**src/rtl/ta_strip_writer_pkg.sv**
```systemverilog
// Shared PVR parameter-format definitions: ISP word fields, object-list pointer
// layout and the vertex-length rule used by both the TA writer and ISP parser.
package ta_strip_writer_pkg;

  localparam int ISP_TEXTURE = 25;
  localparam int ISP_OFFSET  = 24;
  localparam int ISP_GOURAUD = 23;
  localparam int ISP_UV16    = 22;

  localparam int OL_TYPE     = 31;
  localparam int OL_MASK_HI  = 30;
  localparam int OL_MASK_LO  = 25;
  localparam int OL_SHADOW   = 24;
  localparam int OL_SKIP_HI  = 23;
  localparam int OL_SKIP_LO  = 21;
  localparam int OL_ADDR_W   = 21;

  typedef enum logic [2:0] {S_IDLE, S_HDR, S_VERT, S_DROP, S_EMIT} state_t;

  // Only the ISP bits that change the vertex layout are kept per strip.
  typedef struct packed {
    logic texture;
    logic offset;
    logic uv_16_bit;
  } isp_mode_t;

  function automatic isp_mode_t isp_mode(input logic [31:0] isp);
    isp_mode_t m;
    m.texture   = isp[ISP_TEXTURE];
    m.offset    = isp[ISP_OFFSET];
    m.uv_16_bit = isp[ISP_UV16];
    return m;
  endfunction

  // xyz + optional uv (1 or 2 words) + base colour + optional offset colour.
  function automatic logic [2:0] calc_vert_words(input isp_mode_t m);
    logic [2:0] n;
    n = 3'd4;
    if (m.texture) n = n + (m.uv_16_bit ? 3'd1 : 3'd2);
    if (m.offset)  n = n + 3'd1;
    return n;
  endfunction

  // One bit per triangle, triangle 0 in the MSB of the 6-bit field.
  function automatic logic [5:0] strip_mask(input logic [3:0] n_verts);
    return 6'b111111 << (4'd8 - n_verts);
  endfunction

endpackage

```
**src/rtl/ta_vert_len.sv**
```systemverilog
// Combinational vertex-length decode: latched ISP mode -> words per vertex and
// the object-list skip field.
module ta_vert_len
  import ta_strip_writer_pkg::*;
(
  input  isp_mode_t  mode,
  output logic [2:0] vert_words,
  output logic [2:0] skip
);

  assign vert_words = calc_vert_words(mode);
  assign skip       = vert_words - 3'd3;

endmodule

```
**src/rtl/ta_strip_writer.sv**
```systemverilog
// Writes one triangle strip (ISP/TSP/TCW header + vertices) into the VRAM
// parameter buffer and emits the matching object-list pointer word.
module ta_strip_writer
  import ta_strip_writer_pkg::*;
#(
  parameter int ADDR_W    = 24,
  parameter int MAX_VERTS = 8
) (
  input  logic              clock,
  input  logic              reset_n,
  input  logic [ADDR_W-1:0] param_base,
  input  logic [ADDR_W-1:0] param_limit,
  input  logic              in_valid,
  output logic              in_ready,
  input  logic [31:0]       in_data,
  input  logic              in_sop,
  input  logic              in_eos,
  output logic              ta_vram_wr,
  output logic [ADDR_W-1:0] ta_vram_addr,
  output logic [31:0]       ta_vram_dout,
  input  logic              ta_vram_wait,
  output logic              ol_entry_valid,
  output logic [31:0]       ol_entry,
  output logic [ADDR_W-1:0] param_next,
  output logic              err_fmt,
  output logic              err_overflow
);

  state_t            state, state_n;
  logic              live;
  isp_mode_t         mode_q;
  logic              hdr_cnt;
  logic [2:0]        word_cnt;
  logic [3:0]        vert_cnt;
  logic [ADDR_W-1:0] entry_addr, base_q, wr_ptr, param_next_q, wr_addr;
  logic [2:0]        vert_words, skip;
  logic [31:0]       ol_word;
  logic              accept, start, wr_req, do_write, set_fmt, set_ovf, emit, last_word;

  ta_vert_len u_vert_len (
    .mode       (mode_q),
    .vert_words (vert_words),
    .skip       (skip)
  );

  // live stays low for the first cycle after reset so param_base is sampled
  // once it is stable; until then param_next simply mirrors the input.
  assign param_next = live ? param_next_q : param_base;
  assign in_ready   = live && (state != S_EMIT) && !(ta_vram_wr && ta_vram_wait);
  assign accept     = in_valid && in_ready;
  assign last_word  = (word_cnt == vert_words - 3'd1);

  always_comb begin
    ol_word                         = '0;
    ol_word[OL_TYPE]                = 1'b0;
    ol_word[OL_MASK_HI:OL_MASK_LO]  = strip_mask(vert_cnt);
    ol_word[OL_SHADOW]              = 1'b0;
    ol_word[OL_SKIP_HI:OL_SKIP_LO]  = skip;
    ol_word[OL_ADDR_W-1:0]          = OL_ADDR_W'((entry_addr - base_q) >> 2);
  end

  // NOTE: every signal assigned in this block gets a default first, otherwise
  // the paths that skip an assignment would infer latches.
  always_comb begin
    state_n  = state;
    start    = 1'b0;
    wr_req   = 1'b0;
    do_write = 1'b0;
    set_fmt  = 1'b0;
    set_ovf  = 1'b0;
    emit     = 1'b0;
    wr_addr  = wr_ptr;

    if (accept) begin
      if (in_sop && in_eos) begin
        set_fmt = 1'b1;
        state_n = S_IDLE;
      end else begin
        case (state)
          S_IDLE: if (in_sop) start = 1'b1; else set_fmt = 1'b1;
          S_HDR: begin
            if (in_sop || in_eos) begin
              set_fmt = 1'b1;
              state_n = in_eos ? S_IDLE : S_DROP;
            end else begin
              wr_req = 1'b1;
            end
          end
          S_VERT: begin
            if (in_sop) begin
              set_fmt = 1'b1;
              start   = 1'b1;
            end else if (word_cnt == 3'd0 && vert_cnt == 4'(MAX_VERTS)) begin
              set_ovf = 1'b1;
              state_n = in_eos ? S_IDLE : S_DROP;
            end else if (in_eos && (!last_word || vert_cnt < 4'd2)) begin
              set_fmt = 1'b1;
              state_n = S_IDLE;
            end else begin
              wr_req = 1'b1;
            end
          end
          S_DROP: if (in_sop) start = 1'b1; else if (in_eos) state_n = S_IDLE;
          default: ;
        endcase
      end

      // A new ISP always lands at param_next, which still equals the entry
      // address of any strip being abandoned.
      if (start) begin
        wr_req  = 1'b1;
        wr_addr = param_next;
        state_n = S_HDR;
      end

      if (wr_req) begin
        if (wr_addr >= param_limit) begin
          set_ovf = 1'b1;
          state_n = in_eos ? S_IDLE : S_DROP;
        end else begin
          do_write = 1'b1;
          if (state == S_HDR && hdr_cnt) state_n = S_VERT;
          if (state == S_VERT && in_eos) state_n = S_EMIT;
        end
      end
    end

    if (state == S_EMIT && (!ta_vram_wr || !ta_vram_wait)) begin
      emit    = 1'b1;
      state_n = S_IDLE;
    end
  end

  always_ff @(posedge clock or negedge reset_n) begin
    if (!reset_n) state <= S_IDLE;
    else          state <= state_n;
  end

  // NOTE: sequential state uses non-blocking assignments so every register
  // samples pre-edge values regardless of statement order.
  always_ff @(posedge clock or negedge reset_n) begin
    if (!reset_n) begin
      live           <= 1'b0;
      mode_q         <= '0;
      hdr_cnt        <= 1'b0;
      word_cnt       <= '0;
      vert_cnt       <= '0;
      entry_addr     <= '0;
      base_q         <= '0;
      wr_ptr         <= '0;
      param_next_q   <= '0;
      ta_vram_wr     <= 1'b0;
      ta_vram_addr   <= '0;
      ta_vram_dout   <= '0;
      ol_entry_valid <= 1'b0;
      ol_entry       <= '0;
      err_fmt        <= 1'b0;
      err_overflow   <= 1'b0;
    end else begin
      live           <= 1'b1;
      ol_entry_valid <= emit;
      if (!live) begin
        base_q       <= param_base;
        param_next_q <= param_base;
      end
      if (set_fmt) err_fmt      <= 1'b1;
      if (set_ovf) err_overflow <= 1'b1;

      if (start) begin
        mode_q     <= isp_mode(in_data);
        entry_addr <= param_next;
        hdr_cnt    <= 1'b0;
        word_cnt   <= '0;
        vert_cnt   <= '0;
        if (state == S_IDLE) base_q <= param_base;
      end

      if (do_write) begin
        ta_vram_wr   <= 1'b1;
        ta_vram_addr <= wr_addr;
        ta_vram_dout <= in_data;
        wr_ptr       <= wr_addr + ADDR_W'(4);
        if (state == S_HDR) hdr_cnt <= 1'b1;
        if (state == S_VERT && !start) begin
          if (last_word) begin
            word_cnt <= '0;
            vert_cnt <= vert_cnt + 4'd1;
          end else begin
            word_cnt <= word_cnt + 3'd1;
          end
        end
      end else if (!ta_vram_wait) begin
        ta_vram_wr <= 1'b0;
      end

      // wr_ptr now sits one word past the final write, i.e.
      // entry_addr + 4*(3 + N*vert_words).
      if (emit) begin
        ol_entry     <= ol_word;
        param_next_q <= wr_ptr;
      end
    end
  end

endmodule

```
**config.mk**
```make
export PLATFORM = sky130hd
export DESIGN_NAME = ta_strip_writer
export DESIGN_NICKNAME = d
export VERILOG_FILES = /design/src/rtl/ta_strip_writer_pkg.sv /design/src/rtl/ta_vert_len.sv /design/src/rtl/ta_strip_writer.sv
export SDC_FILE = /design/constraint.sdc
export NUM_CORES = 1
export LEC_CHECK = 0
export ABC_CLOCK_PERIOD_IN_PS = 5060
export CAP_MARGIN = 20
export CORE_AREA = 2 2 198 200
export DETAILED_ROUTE_END_ITERATION = 10
export DIE_AREA = 0 0 200 202
export GPL_ROUTABILITY_DRIVEN = 0
export PLACE_DENSITY = 0.58
export SLEW_MARGIN = 20
export SYNTH_ARGS = -nofsm -noshare
export SYNTH_HDL_FRONTEND = slang
export SYNTH_SLANG_ARGS = --single-unit
export TNS_END_PERCENT = 50
```
**constraint.sdc**
```tcl
create_clock -name clock -period 5.06 [get_ports clock]
set_clock_uncertainty 0.05 [all_clocks]
set_input_delay 0.506 -clock clock [delete_from_list [all_inputs] [get_ports clock]]
set_output_delay 0.506 -clock clock [all_outputs]
set_load 0.02 [all_outputs]
```
==> impl_metrics.ini <==
[cts]
numCtsBuffers = 17
cts_max_level = 4
cts_root_buffer = clkbuf_16
cts_setup_buffers = 0
insertion_delay_ps = 450
cts.sinks = 197
clk_pin_slew_ps = 70
cts-resized-gates = 0
clk_path_buf_depth = 2
cts_hold_buf = 0
tritoncts = yes

[yosys]
seq_area_frac_synth_pct = 43.4
async_flop_share_pct = 100
netlist.area_leader.share_pct = 43.4
ys_types = 76
yosysWarningCount = 0
avgSynthCellArea_um2 = 9.30
synth_top_cell_by_area = dfrtp_1
ys.flop_type = dfrtp_1
synthCells = 1221
synth_edf_count = 0
ys_ff_latch = 197
syn_area_um2 = 11400
synthTopCellsByArea = dfrtp_1, ha_1, mux2i_1

[grt]
first_global_vias = 9069
busiest_layer = met1
globalRouteMet1Util_pct = 24.8
grt_util_met2_pct = 22.7
grt-ovfl-total = 0
grt_use_total_pct = 16.4
grt_pass1_wl_mm = 51.4
antenna_found_initial = 0
use_met3_pct = 3.99
grt_max_degree = 110

[setup_path]
cp_max_fo = 43
cpPeakStageDelay_ps = 630
critPathLaunch = state[0]$_DFFE_PN0P_
critPathKind = flip-flop to flip-flop
start_kind = flip-flop
r2r-start = state[0]$_DFFE_PN0P_
worstPathRequired_ps = 5360
critPathCaptureType = flip-flop
cp.arrival_ps = 4670
worstPathCellList = nor2b_1 > or3b_1 > buf_4 > o21ai_0 > ha_1 > a21o_1 > a21o_1 > a21oi_1 > nand2_1 > o41ai_4 > buf_4 > nand3_1 > o21ai_0
crit_slowest_cell = or3b_1

[sta]
finalHoldViolations = 0
period_needed_ps = 4360
drv_slew = 0
fin_tns_setup_ps = 0
relSlewSlack_pct = 37.2
timing.fmax_mhz = 229
finalCritPeriodShare_pct = 86.2
setup_viol = 0
whs_ps = 89.6
max_slew.worst_pin.slew_ps = 943
rsz0062_at_grt = no
worst_slack_ps = 696

[finish]
diodes = 0
area_delta_synth_final_pct = 27.8
num-fill-cells = 3885
layout_common_cells = clkdlybuf4s50_1, dfrtp_1, nand2_1
fin_util_pct = 37.9
drive_above_1_share_pct = 6.57
nNetsFinal = 1546
fin_cells = 1934
mostFrequentLayoutCell = clkdlybuf4s50_1
final_cell_area_um2 = 14500

[power_and_ir_drop]
switching_power_mw = 2.93
cellInternalPower_mw = 4.48
p_per_area_nw_per_um2 = 511
netSwitchingFraction_pct = 39.5
seqPwrFrac_pct = 34.7
leakage_nw = 6.56
peakVddDrop_mv = 0.234
comb_power_share_pct = 46.7
clkPwrFrac_pct = 18.6
power_mw = 7.41

[flow_run]
maxCapViolations = 0

[route]
wirelength_mm = 32.2
ant_nets = 0
drc = 0
first_pass_iters = 5
num_vias = 9361
viasPerCell = 4.84
drt_iter0_markers = 607
wl_per_cell_um = 16.7

[place]
post-place-ws_ps = 320
dp_hpwl_mm = 24.2
place_inst = 1903
portBuffers = 200
placedInstanceArea_um2 = 13900

[floorplanning]
fp.dieW_um = 200
die_h_um = 202
die_area_um2 = 40400
io_pins = 203
start_util_pct = 29.6
core_um2 = 38300
rows = 72

[min_path]
hp-class = input port to async pin

[status]
status = finished clean
==> layer usage <==
| layer | vias up | part of all wire (%) |
|---|---|---|
| li1 | 4606 | - |
| met1 | 4432 | 50 |
| met2 | 291 | 41 |
| met3 | 32 | 6.9 |
| met4 | 0 | 1.8 |
| met5 | - | 0 |
==> cell usage after synthesis (9+ instances only) <==
master     number
xnor2_1        13
dfrtp_1       197
ha_1           56
buf_2          23
a31oi_1        18
nand2_1       156
a21o_1         13
o21a_1         31
nand3_1        28
o21ai_0       120
a21oi_1        71
nand4_1        21
inv_1         110
mux2_1         38
xor2_1         13
nor2_1         65
clkbuf_1       25
o2111ai_1       9
mux2i_1        60
==> worst paths after layout <==
path	cells past startpoint	slack, ps	end
worst max-delay path	13	700	state[2]$_DFFE_PN0P_
worst min-delay path	1	90	ol_entry_valid$_DFF_PN0_
worst max register to register	13	700	state[2]$_DFFE_PN0P_
worst min register to register	1	410	err_fmt$_DFFE_PN0P_
max in group asynchronous	2	3870	ta_vram_addr[2]$_DFFE_PN0P_
min in group clock	1	410	err_fmt$_DFFE_PN0P_
==> registers in the layout, indices dropped and copies added, names as in the netlist <==
signal,cells
state,3
param_next_q,24
ta_vram_addr,24
ta_vram_dout,32
wr_ptr,22
ta_vram_wr,1
mode_q,3
vert_cnt,4
err_overflow,1
entry_addr,23
base_q,23
ol_entry,30
err_fmt,1
hdr_cnt,1
live,1
ol_entry_valid,1
word_cnt,3
==> cells by family (layout without fill, tap and decap cells) <==
| family | count (synthesis) | after routing | synth area share [%] |
|---|---|---|---|
| other | 2 | 3 | 0.0662 |
| XOR/XNOR | 27 | 27 | 2.20 |
| flip-flops | 197 | 197 | 43.4 |
| multiplexers | 103 | 103 | 9.56 |
| buffers and inverters | 184 | 378 | 7.41 |
| adder cells (fa/ha/maj) | 56 | 56 | 6.17 |
| AO/OA/AOI/OAI | 319 | 319 | 17.4 |
| AND/OR/NAND/NOR | 333 | 333 | 13.8 |
==> final cells by class <==
| cell class | count | area, um2 | share of cell area, % |
|---|---|---|---|
| well taps | 518 | 648 | 4.47 |
| multi-input cells | 841 | 5610 | 38.7 |
| inverters | 111 | 417 | 2.87 |
| flip-flops and latches | 197 | 4930 | 34.0 |
| clock inverters | 11 | 116 | 0.802 |
| repair buffers | 236 | 2310 | 16.0 |
| clock buffers | 20 | 467 | 3.22 |
==> critical path, delay by kind of cell (launching register included) <==
| kind | cells | cell delay (ps) |
|---|---|---|
| buf+inv | 2 | 840 |
| fa+ha+maj | 1 | 280 |
| compound gates | 6 | 1280 |
| flops | 1 | 530 |
| simple gates | 4 | 1270 |
==> power groups by stage <==
| stage | sequential (mW) | combinational (mW) | clock (mW) |
|---|---|---|---|
| floorplan | 2.86 | 1.81 | 0 |
| global placement | 2.59 | 3.44 | 0 |
| detailed placement | 2.60 | 3.49 | 0 |
| CTS | 2.58 | 3.50 | 1.42 |
| global route | 2.66 | 3.83 | 1.48 |
| finish | 2.57 | 3.46 | 1.38 |
No activity file was read; power rests on OpenSTA's default activity.
